$ cat src/rtl/flash_burst_reader_pkg.sv
// Shared types and default sizing for the flash burst-read sequencer.
package flash_burst_reader_pkg;

    localparam int ADDR_W_DEF = 24;
    localparam int DATA_W_DEF = 32;
    localparam int LEN_W_DEF  = 16;
    localparam int DEPTH_DEF  = 8;
    localparam int STRIDE_DEF = 4;

    typedef enum logic [2:0] {
        ST_IDLE  = 3'd0,
        ST_ISSUE = 3'd1,
        ST_REQ   = 3'd2,
        ST_DONE  = 3'd3,
        ST_ABORT = 3'd4
    } state_e;

endpackage

$ cat src/rtl/flash_burst_reader_if.sv
// Command, flash request and output stream signals of the burst reader.
interface flash_burst_reader_if #(
    parameter int ADDR_W = 24,
    parameter int DATA_W = 32,
    parameter int LEN_W  = 16,
    parameter int DEPTH  = 8
) ();
    localparam int LVL_W = $clog2(DEPTH) + 1;

    logic              cmd_valid;
    logic              cmd_ready;
    logic [ADDR_W-1:0] cmd_addr;
    logic [LEN_W-1:0]  cmd_len;
    logic              abort;
    logic              busy;
    logic              done;
    logic              flash_en;
    logic              flash_write;
    logic [ADDR_W-1:0] flash_addr;
    logic [DATA_W-1:0] flash_rdata;
    logic              flash_ack;
    logic              m_valid;
    logic              m_ready;
    logic [DATA_W-1:0] m_data;
    logic [LVL_W-1:0]  level;

    modport slave (
        input  cmd_valid, cmd_addr, cmd_len, abort, flash_rdata, flash_ack, m_ready,
        output cmd_ready, busy, done, flash_en, flash_write, flash_addr, m_valid, m_data, level
    );

    modport master (
        output cmd_valid, cmd_addr, cmd_len, abort, flash_rdata, flash_ack, m_ready,
        input  cmd_ready, busy, done, flash_en, flash_write, flash_addr, m_valid, m_data, level
    );
endinterface

$ cat src/rtl/flash_burst_reader_fifo.sv
// DEPTH x DATA_W synchronous FIFO; occupancy is the difference of wrap-extended counters.
module flash_burst_fifo #(
    parameter int DATA_W = 32,
    parameter int DEPTH  = 8
) (
    input  logic                       clk,
    input  logic                       reset,
    input  logic                       push_i,
    input  logic [DATA_W-1:0]          data_i,
    input  logic                       pop_i,
    input  logic                       flush_i,
    output logic [DATA_W-1:0]          data_o,
    output logic                       valid_o,
    output logic [$clog2(DEPTH):0]     level_o
);
    localparam int PW = $clog2(DEPTH);

    logic [DATA_W-1:0] mem_q [DEPTH];
    logic [PW:0]       wr_q, wr_d;
    logic [PW:0]       rd_q, rd_d;
    logic              pop_s;

    assign level_o = wr_q - rd_q;
    assign valid_o = (level_o != '0);
    assign data_o  = mem_q[rd_q[PW-1:0]];
    assign pop_s   = pop_i && valid_o;

    // Pointer next-state; flush wins over any concurrent push/pop.
    always_comb begin
        wr_d = wr_q;
        rd_d = rd_q;
        if (flush_i) begin
            wr_d = '0;
            rd_d = '0;
        end else begin
            if (push_i) begin
                wr_d = wr_q + {{PW{1'b0}}, 1'b1};
            end else begin
                wr_d = wr_q;
            end
            if (pop_s) begin
                rd_d = rd_q + {{PW{1'b0}}, 1'b1};
            end else begin
                rd_d = rd_q;
            end
        end
    end

    // Pointer registers.
    always_ff @(posedge clk) begin
        if (reset) begin
            wr_q <= '0;
            rd_q <= '0;
        end else begin
            wr_q <= wr_d;
            rd_q <= rd_d;
        end
    end

    // Storage array.
    always_ff @(posedge clk) begin
        if (push_i && !reset) begin
            mem_q[wr_q[PW-1:0]] <= data_i;
        end
    end
endmodule

$ cat src/rtl/flash_burst_reader.sv
// Burst-read sequencer: issues single-word flash reads for a {base, count} command and
// buffers the returned words in a FIFO drained over a valid/ready stream.
module flash_burst_reader
    import flash_burst_reader_pkg::*;
#(
    parameter int ADDR_W = ADDR_W_DEF,
    parameter int DATA_W = DATA_W_DEF,
    parameter int LEN_W  = LEN_W_DEF,
    parameter int DEPTH  = DEPTH_DEF,
    parameter int STRIDE = STRIDE_DEF
) (
    input  logic                 clk,
    input  logic                 reset,
    flash_burst_reader_if.slave  bus
);
    localparam int LVL_W = $clog2(DEPTH) + 1;

    state_e            state_q, state_d;
    logic [ADDR_W-1:0] addr_q, addr_d;
    logic [LEN_W-1:0]  rem_q, rem_d;
    logic              pend_q, pend_d;
    logic              push_s;
    logic              flush_s;
    logic [LVL_W-1:0]  level_s;

    // FSM next-state; pend tracks a read still owed an ack while aborting.
    always_comb begin
        state_d = state_q;
        addr_d  = addr_q;
        rem_d   = rem_q;
        pend_d  = pend_q;
        push_s  = 1'b0;
        flush_s = 1'b0;
        case (state_q)
            ST_IDLE: begin
                if (bus.cmd_valid) begin
                    addr_d  = bus.cmd_addr;
                    rem_d   = bus.cmd_len;
                    state_d = (bus.cmd_len == '0) ? ST_DONE : ST_ISSUE;
                end else begin
                    state_d = ST_IDLE;
                end
            end
            ST_ISSUE: begin
                if (bus.abort) begin
                    pend_d  = 1'b0;
                    state_d = ST_ABORT;
                end else if (rem_q == '0) begin
                    state_d = ST_DONE;
                end else if (level_s < LVL_W'(DEPTH)) begin
                    state_d = ST_REQ;
                end else begin
                    state_d = ST_ISSUE;
                end
            end
            ST_REQ: begin
                if (bus.abort) begin
                    pend_d  = !bus.flash_ack;
                    state_d = ST_ABORT;
                end else if (bus.flash_ack) begin
                    push_s  = 1'b1;
                    addr_d  = addr_q + ADDR_W'(STRIDE);
                    rem_d   = rem_q - {{(LEN_W-1){1'b0}}, 1'b1};
                    state_d = (rem_q > {{(LEN_W-1){1'b0}}, 1'b1}) ? ST_ISSUE : ST_DONE;
                end else begin
                    state_d = ST_REQ;
                end
            end
            ST_DONE: begin
                state_d = ST_IDLE;
            end
            ST_ABORT: begin
                // The late ack's data is dropped: push_s stays low here.
                if (!pend_q || bus.flash_ack) begin
                    pend_d  = 1'b0;
                    flush_s = 1'b1;
                    state_d = ST_DONE;
                end else begin
                    state_d = ST_ABORT;
                end
            end
            default: begin
                state_d = ST_IDLE;
            end
        endcase
    end

    // State and burst bookkeeping registers.
    always_ff @(posedge clk) begin
        if (reset) begin
            state_q <= ST_IDLE;
            addr_q  <= '0;
            rem_q   <= '0;
            pend_q  <= 1'b0;
        end else begin
            state_q <= state_d;
            addr_q  <= addr_d;
            rem_q   <= rem_d;
            pend_q  <= pend_d;
        end
    end

    assign bus.cmd_ready   = (state_q == ST_IDLE);
    assign bus.busy        = (state_q != ST_IDLE);
    assign bus.done        = (state_q == ST_DONE);
    assign bus.flash_en    = (state_q == ST_REQ) || ((state_q == ST_ABORT) && pend_q);
    assign bus.flash_write = 1'b0;
    assign bus.flash_addr  = addr_q;
    assign bus.level       = level_s;

    flash_burst_fifo #(
        .DATA_W (DATA_W),
        .DEPTH  (DEPTH)
    ) u_fifo (
        .clk     (clk),
        .reset   (reset),
        .push_i  (push_s),
        .data_i  (bus.flash_rdata),
        .pop_i   (bus.m_ready),
        .flush_i (flush_s),
        .data_o  (bus.m_data),
        .valid_o (bus.m_valid),
        .level_o (level_s)
    );
endmodule

$ cat src/flat_wrapper.sv
// flat-port wrapper written by rule: the top's interface ports become plain ports
module flash_burst_reader_flat import flash_burst_reader_pkg::*;
#(
    parameter int ADDR_W = ADDR_W_DEF,
    parameter int DATA_W = DATA_W_DEF,
    parameter int LEN_W  = LEN_W_DEF,
    parameter int DEPTH  = DEPTH_DEF,
    parameter int STRIDE = STRIDE_DEF
)
  (clk, reset, bus_cmd_valid, bus_cmd_addr, bus_cmd_len, bus_abort, bus_flash_rdata, bus_flash_ack, bus_m_ready, bus_cmd_ready, bus_busy, bus_done, bus_flash_en, bus_flash_write, bus_flash_addr, bus_m_valid, bus_m_data, bus_level);
  flash_burst_reader_if #(.ADDR_W(ADDR_W), .DATA_W(DATA_W), .LEN_W(LEN_W), .DEPTH(DEPTH)) bus_i ();
  input  logic clk;
  input  logic reset;
  input wire logic [$bits(bus_i.cmd_valid)-1:0] bus_cmd_valid;
  input wire logic [$bits(bus_i.cmd_addr)-1:0] bus_cmd_addr;
  input wire logic [$bits(bus_i.cmd_len)-1:0] bus_cmd_len;
  input wire logic [$bits(bus_i.abort)-1:0] bus_abort;
  input wire logic [$bits(bus_i.flash_rdata)-1:0] bus_flash_rdata;
  input wire logic [$bits(bus_i.flash_ack)-1:0] bus_flash_ack;
  input wire logic [$bits(bus_i.m_ready)-1:0] bus_m_ready;
  output wire logic [$bits(bus_i.cmd_ready)-1:0] bus_cmd_ready;
  output wire logic [$bits(bus_i.busy)-1:0] bus_busy;
  output wire logic [$bits(bus_i.done)-1:0] bus_done;
  output wire logic [$bits(bus_i.flash_en)-1:0] bus_flash_en;
  output wire logic [$bits(bus_i.flash_write)-1:0] bus_flash_write;
  output wire logic [$bits(bus_i.flash_addr)-1:0] bus_flash_addr;
  output wire logic [$bits(bus_i.m_valid)-1:0] bus_m_valid;
  output wire logic [$bits(bus_i.m_data)-1:0] bus_m_data;
  output wire logic [$bits(bus_i.level)-1:0] bus_level;
  assign bus_i.cmd_valid = bus_cmd_valid;
  assign bus_i.cmd_addr = bus_cmd_addr;
  assign bus_i.cmd_len = bus_cmd_len;
  assign bus_i.abort = bus_abort;
  assign bus_i.flash_rdata = bus_flash_rdata;
  assign bus_i.flash_ack = bus_flash_ack;
  assign bus_i.m_ready = bus_m_ready;
  assign bus_cmd_ready = bus_i.cmd_ready;
  assign bus_busy = bus_i.busy;
  assign bus_done = bus_i.done;
  assign bus_flash_en = bus_i.flash_en;
  assign bus_flash_write = bus_i.flash_write;
  assign bus_flash_addr = bus_i.flash_addr;
  assign bus_m_valid = bus_i.m_valid;
  assign bus_m_data = bus_i.m_data;
  assign bus_level = bus_i.level;
  flash_burst_reader #(.ADDR_W(ADDR_W), .DATA_W(DATA_W), .LEN_W(LEN_W), .DEPTH(DEPTH), .STRIDE(STRIDE)) u_core (.clk(clk), .reset(reset), .bus(bus_i));
endmodule
$ cat config.mk
export PLATFORM = sky130hd
export DESIGN_NAME = flash_burst_reader_flat
export DESIGN_NICKNAME = d
export VERILOG_FILES = /design/src/rtl/flash_burst_reader_pkg.sv /design/src/rtl/flash_burst_reader_if.sv /design/src/rtl/flash_burst_reader_fifo.sv /design/src/rtl/flash_burst_reader.sv /design/src/flat_wrapper.sv
export SDC_FILE = /design/constraint.sdc
export NUM_CORES = 1
export LEC_CHECK = 0
export BUFFER_PORTS_ARGS = -buffer_cell sky130_fd_sc_hd__buf_2
export CAP_MARGIN = 10
export CORE_MARGIN = 10
export CORE_UTILIZATION = 50
export CTS_CLUSTER_SIZE = 40
export DETAILED_ROUTE_END_ITERATION = 8
export PLACE_DENSITY_LB_ADDON = 0.3
export SKIP_LAST_GASP = 1
export SYNTH_ARGS = -nofsm -noshare
export SYNTH_HDL_FRONTEND = slang
export SYNTH_SLANG_ARGS = --single-unit
$ cat constraint.sdc
create_clock -name clk -period 11.25 [get_ports clk]
set_input_delay 1.125 -clock clk [delete_from_list [all_inputs] [get_ports clk]]
set_output_delay 1.125 -clock clk [all_outputs]
set_load 0.03 [all_outputs]
* Word level (Yosys, flattened, before mapping)
Memory sizes are Yosys's and may differ from the RTL's. A register that Yosys moved wholly into a read port is not among the register bits. Cells that the tools add are included.
Word-level totals: output and inout bits 66, input bits 78, register bits after elaboration 52, bits in writable memories 256, memories 1, word-level logic and storage cells 73
Operators by class: magnitude comparators 2, add/subtract/negate cells 5, mux-type cells 31, reductions and logical operators 18, equal/unequal tests 10
Memories:
- u_core.u_fifo.mem_q | words 8, bits a word 32, rd ports 1, clocked after memory_dff 1, wr ports 1, line flash_burst_reader_fifo.sv:18 | logic [DATA_W-1:0] mem_q [DEPTH];
Operators with widths (number):
- 24-bit two-way mux | 3
- 16-bit two-way mux | 3
- 24-bit one-hot mux with 2 select lines | 1
- 16-bit logical NOT | 2
- 16-bit one-hot mux with 2 select lines | 1
- 24-bit by 3-bit adder with 24-bit output, second input constant | 1
- 3-bit two-way mux | 8
- 16-bit by 1-bit greater-than comparator with 1-bit output, second input constant | 1
- 16-bit by 1-bit subtractor with 16-bit output, second input constant | 1
- 3-bit one-hot mux with 4 select lines | 1
- 1-bit two-way mux | 10
- 2-bit != test, second input constant | 5
- 4-bit by 1-bit adder with 4-bit output, second input constant | 2
- 4-bit AND reduction | 2
- 3-bit by 2-bit equality test with 1-bit output, second input constant | 2
- 2-bit two-way mux | 3
- 3-bit nonzero test | 2
- 4-bit < comparator, second input constant | 1
- 4-bit nonzero test | 1
- 4-bit subtractor | 1
- 3-bit by 1-bit equality test with 1-bit output, second input constant | 1
- 3-bit equality test, second input constant | 1
- 1-bit logical AND | 3
- 1-bit logical NOT | 3
- 6 further kinds | 7

* Logic depth before layout (Yosys ltp)
Gate-level depths: netlist of the first run.
depth after elaboration 6, mapped depth 10, gate-level depth less buffers 9

* By module
A second synthesis of the first run with hierarchy kept.
Second synthesis, totals: cell total of the unflattened synthesis 849, area, all modules 13361.6 um2
Modules (own cells, without submodules):
- flash_burst_fifo | instances 1, sequential area each 7907.6 um2, cells each 451, area an instance 10471.3 um2
- flash_burst_reader | instances 1, sequential area each 880.8 um2, cells each 398, area an instance 2890.3 um2

* Least setup slack after synthesis of the first run
OpenSTA, ideal clock, no wires.
path kind in2reg, start point input port bus_flash_ack, end point memory u_core.u_fifo.mem_q[4][0], enable pin, data arrival time 3.904 ns, slack 6.886 ns, setup time 0.461 ns, buffers on the path 0, required time 10.789 ns, stages 4, cell sequence inv_1 -> nor3_2 -> nand3_1 -> nor3_1
On the way: longest elaborated chain between the ends 6
RTL lines:
- start, declared | line flat_wrapper.sv:19 | input wire logic [$bits(bus_i.flash_ack)-1:0] bus_flash_ack;
- 1-bit two-way mux | line flash_burst_reader.sv:60 | end else if (bus.flash_ack) begin
- 1-bit two-way mux | line flash_burst_reader.sv:57 | if (bus.abort) begin
- 1-bit two-way mux | line flash_burst_reader.sv:34 | case (state_q)
- 1-bit logical AND | line flash_burst_reader_fifo.sv:62 | if (push_i && !reset) begin
- 1-bit two-way mux | line flash_burst_reader_fifo.sv:62
- 1-bit two-way mux (not written as such) | line flash_burst_reader_fifo.sv:63 | mem_q[wr_q[PW-1:0]] <= data_i;
- end, declared | line flash_burst_reader_fifo.sv:18
No other way between the ends.

==> results of run 1 <==
cell usage after synthesis, types with 8 or more instances:
cell / instances
clkbuf_1: 35
nor2_1: 52
nor4_1: 8
nand4_1: 10
nand2_1: 57
mux4_2: 64
ha_1: 9
inv_1: 15
a21oi_1: 37
dfxtp_1: 55
a211oi_1: 10
buf_2: 9
mux2_2: 32
nand3_1: 16
edfxtp_1: 256
o21ai_0: 34
nor3_1: 16
cell families after synthesis:
family	Yosys count	share of synthesized area [%]
compound gates	137	6.89
xor+xnor	7	0.469
fa+ha+maj	11	1.09
buf+inv	66	2.01
flops	311	67.3
mux	100	14.1
other cells	1	0.0287
simple gates	207	8.11
metrics by stage:
step                      utilization, %  setup WS, ns  hold WS [ns]  instances  power (W)
after floorplan                        -          6.89         0.443        840    0.00181
after global placement              54.7          7.55         0.457       1282    0.00197
after detailed placement            54.7          7.53         0.464       1282    0.00198
after CTS                           58.4          6.91         0.474       1336    0.00296
after global routing                58.4          6.76         0.501       1336    0.00306
final                               58.5          7.03         0.470       1337    0.00293
cell type report:
class / instances / area share [%]
Clock inverter: 18 / 1.23
Sequential cell: 311 / 58.1
Tap cell: 335 / 2.77
Inverter: 16 / 0.396
Timing Repair Buffer: 157 / 5.44
Antenna cell: 1 / 0.0165
Multi-Input combinational cell: 463 / 26.9
Clock buffer: 36 / 5.17
state kept, by name, indices dropped and copies added, names as in the netlist, named ones only:
register,flops
u_core.u_fifo.wr_q,4
u_core.rem_q,16
u_core.pend_q,1
u_core.state_q,3
u_core.u_fifo.rd_q,4
u_core.u_fifo.mem_q,256
u_core.bus.flash_addr,24
worst max-delay path by stage:
stage                           start                        end  depth (start not counted)
floorplan               bus_flash_ack  u_core.u_fifo.mem_q[4][0]                          4
global placement            flip-flop             bus_m_data[28]                          4
detailed placement  u_core.state_q[1]  u_core.u_fifo.mem_q[0][8]                          7
CTS                         flip-flop             bus_m_data[28]                          4
global route                flip-flop              bus_m_data[7]                          4
finish                      flip-flop             bus_m_data[28]                          4
worst min-delay path, delay by kind of cell, from the launching register on:
| family | cells | cell delay [ns] |
|---|---|---|
| compound gates | 1 | 0.05 |
| flops | 1 | 0.32 |
| simple gates | 1 | 0.06 |
metal layers:
layer / up-vias / share of wire [%]
li1: 3601 / -
met1: 3921 / 44
met2: 242 / 47
met3: 49 / 6.6
met4: 2 / 2.1
met5: - / 0.046
cells in the final DEF (no fill, tap or decap), types with 6 or more instances in the layout:
cell type,count
mux4_2,64
dfxtp_1,52
ha_1,9
nor4_1,8
nand3_1,16
o31ai_1,6
inv_1,15
buf_4,15
nor3_1,14
nor2_1,46
or3_1,7
o21ai_0,34
mux2_2,32
nand2b_1,6
buf_2,142
clkbuf_16,30
nand2_1,57
a211oi_1,10
nand4_1,10
clkinv_1,9
a21oi_1,37
edfxtp_1,256
nor2_4,6
power by group through the flow:
| stage | combinational [W] | clock [W] | sequential [W] |
|---|---|---|---|
| global placement | 0.000617 | 0 | 0.00136 |
| finish | 0.000617 | 0.000978 | 0.00133 |
| global route | 0.000671 | 0.00105 | 0.00134 |
| detailed placement | 0.000623 | 0 | 0.00136 |
| floorplan | 0.000465 | 0 | 0.00135 |
| CTS | 0.000627 | 0.00100 | 0.00133 |
==> impl_metrics.tcl, run 1 <==
set metrics [dict create \
    crit_chain "buf_4, mux4_2, mux2_2, buf_2" \
    clock_sinks 311 \
    cts-root-buf "clkbuf_16" \
    die_y_um 182 \
    placedInstanceArea_sq_um 14200 \
    rsz0062_at_grt "false" \
    seqPwrFrac_pct 45.5 \
    maxCapViolations 0 \
    first_iter_violations 614 \
    clk_path_buf_depth 3 \
    postLayoutCellArea_sq_um 15100 \
    multiInputGateArea_sq_um 4080 \
    num_vias 7815 \
    cts_resized 0 \
    synth_top_flop_cell "edfxtp_1" \
    tightestPinTransition_ns 1.02 \
    finalSetupViolations 0 \
    antenna_found_initial 2 \
    grt_pass1_vias 7973 \
    syn-num-nets 928 \
    final_hold_viol_count 0 \
    drt_pass1_iterations 6 \
    p_int_w 0.00209 \
    yosys.area.top_type "edfxtp_1" \
    reg2reg_from "u_core.state_q[1]" \
    syn_avg_cell_area_sq_um 15.5 \
    met3_usage_pct 3.68 \
    hold_buffers 0 \
    reg2reg_depth 7 \
    synthArstFlopShare_pct 0 \
    clk-insertion-delay-late_ns 0.57 \
    synth_top_area_share_pct 58.9 \
    crit_fanout 36 \
    rows 59 \
    grt_use_met1_pct 22.9 \
    hpwl_mm 17.2 \
    worstPathArrival_ns 3.09 \
    hold_class "reg -> reg" \
    end_kind "output pin" \
    nFillCells 2013 \
    power_frac_comb_pct 21.1 \
    r2r_end "u_core.u_fifo.mem_q[0][6]" \
    die_area_sq_um 33000 \
    hold_depth 2 \
    layout.nets 1067 \
    portBuffers 142 \
    cts_buffers 30 \
    area_growth_pct 16.0 \
    fin_skew_ns 0.0120 \
    path_buf_inv 2 \
    finalWirelength_mm 28.5 \
    ys_seq_elements 311 \
    max-vdd-ir-drop_uv 133 \
    net-switching-power_w 0.000834 \
    status "completed" \
    seq_area_frac_synth_pct 67.3 \
    routed_via_density 5.85 \
    path_clk_slew_ns 0.06 \
    crit_family "buffers and inverters" \
    seq_area_sq_um 8790 \
    post-cts-setup-buffer-count 0 \
    drc_errors 0 \
    hp-start "u_core.rem_q[15]" \
    critPathSlowestCell "dfxtp_4" \
    wl_per_cell_um 21.4 \
    drv_slew 0 \
    layout-drive-gt1-share_pct 32.3 \
    power.density_nw_per_um2 193 \
    hold_path_end "u_core.rem_q[15]" \
    grt_start_max_net_pins 68 \
    synthCells 840 \
    die_x_um 182 \
    swShare_pct 28.5 \
    core-area_sq_um 25900 \
    required_ns 10.13 \
    crit_type "reg -> out" \
    pwr-share-clk_pct 33.4 \
    r2r_slack_ns 7.53 \
    grt_overflow_total 0 \
    grt_first_pass_wirelength_mm 45.0 \
    ant_nets 0 \
    min_period_over_period_pct 37.5 \
    start_util_pct 50.4 \
    relSlewSlack_pct 31.9 \
    busiest_layer "met2" \
    post-route-min-period_ns 4.22 \
    timing.fmax_mhz 237 \
    ioPinCount 144 \
    place_congestion 0.829 \
    start_kind "flip-flop" \
    mappedNetlistArea_sq_um 13100 \
    cts_tree "done" \
    htreeDepth 1 \
    grtUsageTotal_pct 16.8 \
    ys_top_cells_by_area "edfxtp_1 (59%), mux4_2 (11%), dfxtp_1 (8.4%), mux2_2 (2.8%), nand2_1 (1.6%)" \
    ys_types 75 \
    cp_slowest_stage_delay_ns 0.73 \
    setup_total_negative_slack_ns 0 \
    synth_warnings 0 \
    synth_edf_count 256 \
    p_leak_nw 5.13 \
    met2_usage_pct 26.8 \
]
No activity file was read; power rests on OpenSTA's default activity.
==> inputs of run 2 (changes only) <==
==> constraint.sdc (replaced) <==
create_clock -name clk -period 4 [get_ports clk]
set_input_delay 0.4 -clock clk [delete_from_list [all_inputs] [get_ports clk]]
set_output_delay 0.4 -clock clk [all_outputs]
set_load 0.03 [all_outputs]
==> run 2 against run 1 <==
Net effect: utilization up 0.33 points; first-iteration DRC count down 7.0%; sequential power rose to 2.8 times the previous value; hold slack worse by 0.39 ns; die area unchanged; clock skew up 0.0025 ns; final area up 0.57%; register-to-register slack worse by 6.7 ns; clock power rose to 2.9 times the previous value; sequential share of layout area down 0.33 points; critical endpoint is now u_core.u_fifo.mem_q[5][18].
==> impl_metrics.tcl, run 2 (synthesis gave the netlist of run 1 again) <==
set metrics [dict create \
    clk_path_buf_depth 3 \
    wl_per_cell_um 21.2 \
    relSlewSlack_pct 24.8 \
    cp_slowest_stage_delay_ns 0.91 \
    rsz0062_at_grt "false" \
    clock_sinks 311 \
    grt_first_pass_wirelength_mm 45.4 \
    power.density_nw_per_um2 548 \
    htreeDepth 1 \
    setup_total_negative_slack_ns 0 \
    start_kind "flip-flop" \
    crit_family "simple AND/OR/NAND/NOR gates" \
    worstPathArrival_ns 3.30 \
    end_kind "flip-flop" \
    path_clk_slew_ns 0.06 \
    hp-start "bus_cmd_addr[0]" \
    swShare_pct 28.7 \
    start_util_pct 50.4 \
    drt_pass1_iterations 5 \
    timing.fmax_mhz 319 \
    min_period_over_period_pct 78.3 \
    cts_resized 0 \
    p_int_w 0.00595 \
    hold_class "in -> reg" \
    ant_nets 0 \
    grtUsageTotal_pct 16.9 \
    cts-root-buf "clkbuf_16" \
    rows 59 \
    grt_overflow_total 0 \
    r2r_slack_ns 0.87 \
    die_area_sq_um 33000 \
    dp_slack_ns 0.876 \
    mostFrequentLayoutCell "edfxtp_1" \
    core-area_sq_um 25900 \
    crit_path_end "u_core.u_fifo.mem_q[5][18]" \
    status "completed" \
    setup_slack_ns 0.869 \
    die_x_um 182 \
    final_hold_viol_count 0 \
    pwr-share-clk_pct 33.8 \
    tightestPinTransition_ns 1.13 \
    fin_skew_ns 0.0145 \
    routed_via_density 5.77 \
    hold_buffers 0 \
    drc_errors 0 \
    crit_type "reg -> reg" \
    hold_depth 3 \
    die_y_um 182 \
    antenna_found_initial 1 \
    clk-insertion-delay-late_ns 0.56 \
    final_cell_mix "edfxtp_1 (256), buf_2 (142), mux4_2 (64), nand2_1 (57), dfxtp_1 (52)" \
    grt_start_max_net_pins 66 \
    path_buf_inv 0 \
    required_ns 4.17 \
    largest_register_ffs 256 \
    post-route-min-period_ns 3.13 \
    cts_tree "done" \
    p_leak_nw 5.16 \
    place_congestion 0.840 \
    finalSetupViolations 0 \
    maxCapViolations 0 \
    hpwl_mm 18.2 \
    cts_buffers 31 \
    net-switching-power_w 0.00240 \
    num_vias 7743 \
    finalWirelength_mm 28.5 \
    drv_slew 0 \
    first_iter_violations 571 \
    area_growth_pct 16.6 \
    reg2reg_depth 4 \
    r2r_end "u_core.u_fifo.mem_q[5][18]" \
    layout-drive-gt1-share_pct 32.4 \
    reg2reg_from "u_core.state_q[1]" \
    portBuffers 142 \
    critPathSlowestCell "nor2_4" \
    crit_cells 4 \
    crit_chain "or3b_2, nor3_2, nand3_1, nor2_4" \
    grt_pass1_vias 7927 \
    max-vdd-ir-drop_uv 344 \
    final_core_util_pct 58.8 \
    worstSetupStartpoint "u_core.state_q[1]" \
    layout.nets 1070 \
    ioPinCount 144 \
    crit_fanout 32 \
    post-cts-setup-buffer-count 0 \
    power_frac_comb_pct 21.7 \
    seqPwrFrac_pct 44.5 \
]
-- run 2: cell types whose count changed in the layout (fill, tap and decap cells not counted), sizes merged --
cell and delta:
clkinv -4, inv +2, buf +2, clkbuf +5
-- run 2: metrics by stage --
step,instance area [sq um],hold slack [ns],total power (W),std cells
5_1_grt,15200,0.0980,0.00872,1342
3_3_place_gp,14200,0.453,0.00559,1284
3_5_place_dp,14200,0.460,0.00562,1284
6_report,15200,0.0814,0.00835,1342
2_1_floorplan,13100,0.443,0.00510,840
4_1_cts,15200,0.0668,0.00844,1341
-- run 2: worst min path at each step --
stage / end / slack (ns)
global route: u_core.bus.flash_addr[1] / 0.1
floorplan: u_core.rem_q[15] / 0.44
CTS: u_core.bus.flash_addr[1] / 0.07
finish: u_core.bus.flash_addr[0] / 0.08
global placement: u_core.rem_q[15] / 0.45
detailed placement: u_core.rem_q[15] / 0.46
-- run 2: routing by layer --
metal,track usage [%],wire length [um],vias to the layer above
li1,-,-,3616
met1,22.8,12300,3878
met2,27.9,14300,233
met3,3.48,1700,16
met4,3.48,246,0
met5,0,0,-
-- run 2: area by class of cell --
class                           instances  area [sq um]
Antenna cell                            1          2.50
Clock buffer                           41           813
Clock inverter                         16           178
Fill cell                            1971         10700
Inverter                               16          60.1
Multi-Input combinational cell        463          4080
Sequential cell                       311          8790
Tap cell                              335           419
Timing Repair Buffer                  159           888
-- run 2: power by group through the flow --
stage,combinational [W],sequential [W],clock [W]
6_report,0.00181,0.00372,0.00282
5_1_grt,0.00197,0.00373,0.00301
4_1_cts,0.00184,0.00372,0.00288
3_5_place_dp,0.00183,0.00378,0
3_3_place_gp,0.00181,0.00378,0
2_1_floorplan,0.00131,0.00379,0
-- run 2: tightest hold or removal path, stage by stage --
cell and delay [ns]:
buf_2 0.07, mux2i_1 0.06, nor2_1 0.07
==> inputs of run 3 (changes only) <==
==> constraint.sdc (replaced) <==
create_clock -name clk -period 3 [get_ports clk]
set_input_delay 0.3 -clock clk [delete_from_list [all_inputs] [get_ports clk]]
set_output_delay 0.3 -clock clk [all_outputs]
set_load 0.03 [all_outputs]
==> run 3 against run 2 <==
Net effect: first-iteration DRC count rose by 6.1%; die area did not move; critical path depth did not move; combinational power rose by 35%; hold slack got worse by 0.070 ns.
==> impl_metrics.tcl, run 3 (synthesis gave the netlist of run 1 again) <==
set metrics [dict create \
    hold_class "in -> reg" \
    largest_register_ffs 256 \
    drt_pass1_iterations 5 \
    p_leak_nw 5.22 \
    swShare_pct 28.9 \
    ant_nets 0 \
    portBuffers 142 \
    drv_slew 0 \
    tightestPinTransition_ns 1.15 \
    net-switching-power_w 0.00314 \
    die_x_um 182 \
    relSlewSlack_pct 23.5 \
    crit_family "multiplexers" \
    min_period_over_period_pct 92.4 \
    grtUsageTotal_pct 16.5 \
    rows 59 \
    critPathSlowestCell "dfxtp_4" \
    instances_no_fill 1358 \
    start_util_pct 50.4 \
    grt_overflow_total 0 \
    diodes 0 \
    crit_cells 4 \
    fin_skew_ns 0.00577 \
    clk_path_buf_depth 3 \
    grt_start_max_net_pins 65 \
    clk-insertion-delay-late_ns 0.56 \
    power.density_nw_per_um2 705 \
    crit_path_end "bus_m_data[3]" \
    die_y_um 182 \
    setup_total_negative_slack_ns 0 \
    routed_via_density 5.77 \
    crit_fanout 19 \
    final_hold_viol_count 0 \
    post-cts-setup-buffer-count 0 \
    timing.fmax_mhz 361 \
    htreeDepth 1 \
    cts_tree "done" \
    max-vdd-ir-drop_uv 451 \
    worstPathArrival_ns 2.47 \
    required_ns 2.70 \
    dp_slack_ns 0.545 \
    core-area_sq_um 25900 \
    pwr-share-clk_pct 31.7 \
    wl_per_cell_um 20.8 \
    r2r_slack_ns 0.67 \
    clock_sinks 311 \
    r2r_end "u_core.u_fifo.mem_q[0][15]" \
    finalWirelength_mm 28.2 \
    start_kind "flip-flop" \
    path_buf_inv 2 \
    grt_pass1_vias 7921 \
    p_int_w 0.00772 \
    status "completed" \
    final_cell_mix "edfxtp_1 (256), buf_2 (142), mux4_2 (64), nand2_1 (57), dfxtp_1 (51)" \
    whs_ns 0.0113 \
    setup_slack_ns 0.229 \
    cp_slowest_stage_delay_ns 0.62 \
    placedInstanceArea_sq_um 14400 \
    hold_depth 3 \
    layout.nets 1088 \
    dp.cells 1294 \
    layout-drive-gt1-share_pct 32.6 \
    grt_first_pass_wirelength_mm 44.2 \
    seqPwrFrac_pct 45.7 \
    power_frac_comb_pct 22.6 \
    rsz0062_at_grt "false" \
    postLayoutCellArea_sq_um 15400 \
    maxCapViolations 0 \
    finalSetupViolations 0 \
    cts-root-buf "clkbuf_16" \
    first_iter_violations 606 \
    ioPinCount 144 \
    post-route-min-period_ns 2.77 \
    mostFrequentLayoutCell "edfxtp_1" \
    crit_type "reg -> out" \
    crit_chain "buf_12, mux4_2, mux2_2, buf_2" \
    area_growth_pct 17.8 \
    cts_buffers 31 \
    die_area_sq_um 33000 \
    reg2reg_depth 6 \
    end_kind "output pin" \
    place_congestion 0.828 \
    reg2reg_from "u_core.state_q[1]" \
    drc_errors 0 \
    hpwl_mm 18.0 \
    antenna_found_initial 0 \
    path_clk_slew_ns 0.06 \
    num_vias 7829 \
]
## run 3: power groups by stage
stage / Clock [W] / Sequential [W] / Combinational (W)
4_1_cts: 0.00351 / 0.00496 / 0.00249
3_5_place_dp: 0 / 0.00505 / 0.00248
3_3_place_gp: 0 / 0.00504 / 0.00246
2_1_floorplan: 0 / 0.00505 / 0.00174
5_1_grt: 0.00369 / 0.00498 / 0.00265
6_report: 0.00344 / 0.00496 / 0.00245
## run 3: how the worst min path moves through the flow
stage	end	startpoint	slack [ns]
floorplan	u_core.u_fifo.mem_q[0][0]	bus_flash_rdata[0]	0.40
global placement	u_core.rem_q[15]	u_core.rem_q[15]	0.46
detailed placement	u_core.rem_q[15]	u_core.rem_q[15]	0.46
CTS	u_core.u_fifo.mem_q[4][20]	bus_flash_rdata[20]	0.002
global route	u_core.u_fifo.mem_q[0][18]	bus_flash_rdata[18]	0.008
finish	u_core.bus.flash_addr[2]	bus_cmd_addr[2]	0.01
## run 3: area by class of cell
class | instances | area, sq um
flip-flops and latches | 311 | 8800
repair buffers | 177 | 1120
clock inverters | 12 | 72.6
inverters | 16 | 60.1
fillers | 1972 | 10500
clock buffers | 44 | 825
well taps | 335 | 419
multi-input cells | 463 | 4090
## run 3: worst min-delay path, stage by stage
cell	delay (ns)
buf_2	0.10
nand3_1	0.06
a31oi_1	0.07
## run 3: through the flow
stage	total power, W	util [%]
6_report	0.0109	59.4
5_1_grt	0.0113	59.4
4_1_cts	0.0110	59.4
3_5_place_dp	0.00752	55.6
3_3_place_gp	0.00750	55.6
2_1_floorplan	0.00680	-
## run 3: per-layer routing
layer  GRT usage, %  vias up  wire [um]  share of wire, %
met1           21.9     3886      12100                43
met3           3.92       43       1960               6.9
met4           4.04        0        541               1.9
li1               -     3642          -                 -
met5              0        -          0                 0
met2           27.0      258      13600                48
## run 3: what timing repair did
item | in CTS | in global routing
hold buffers | 8 | 0
endpoints found under the hold margin | 27 | 0
setup endpoints to repair | 0 | 1
gates resized for setup | 0 | 1
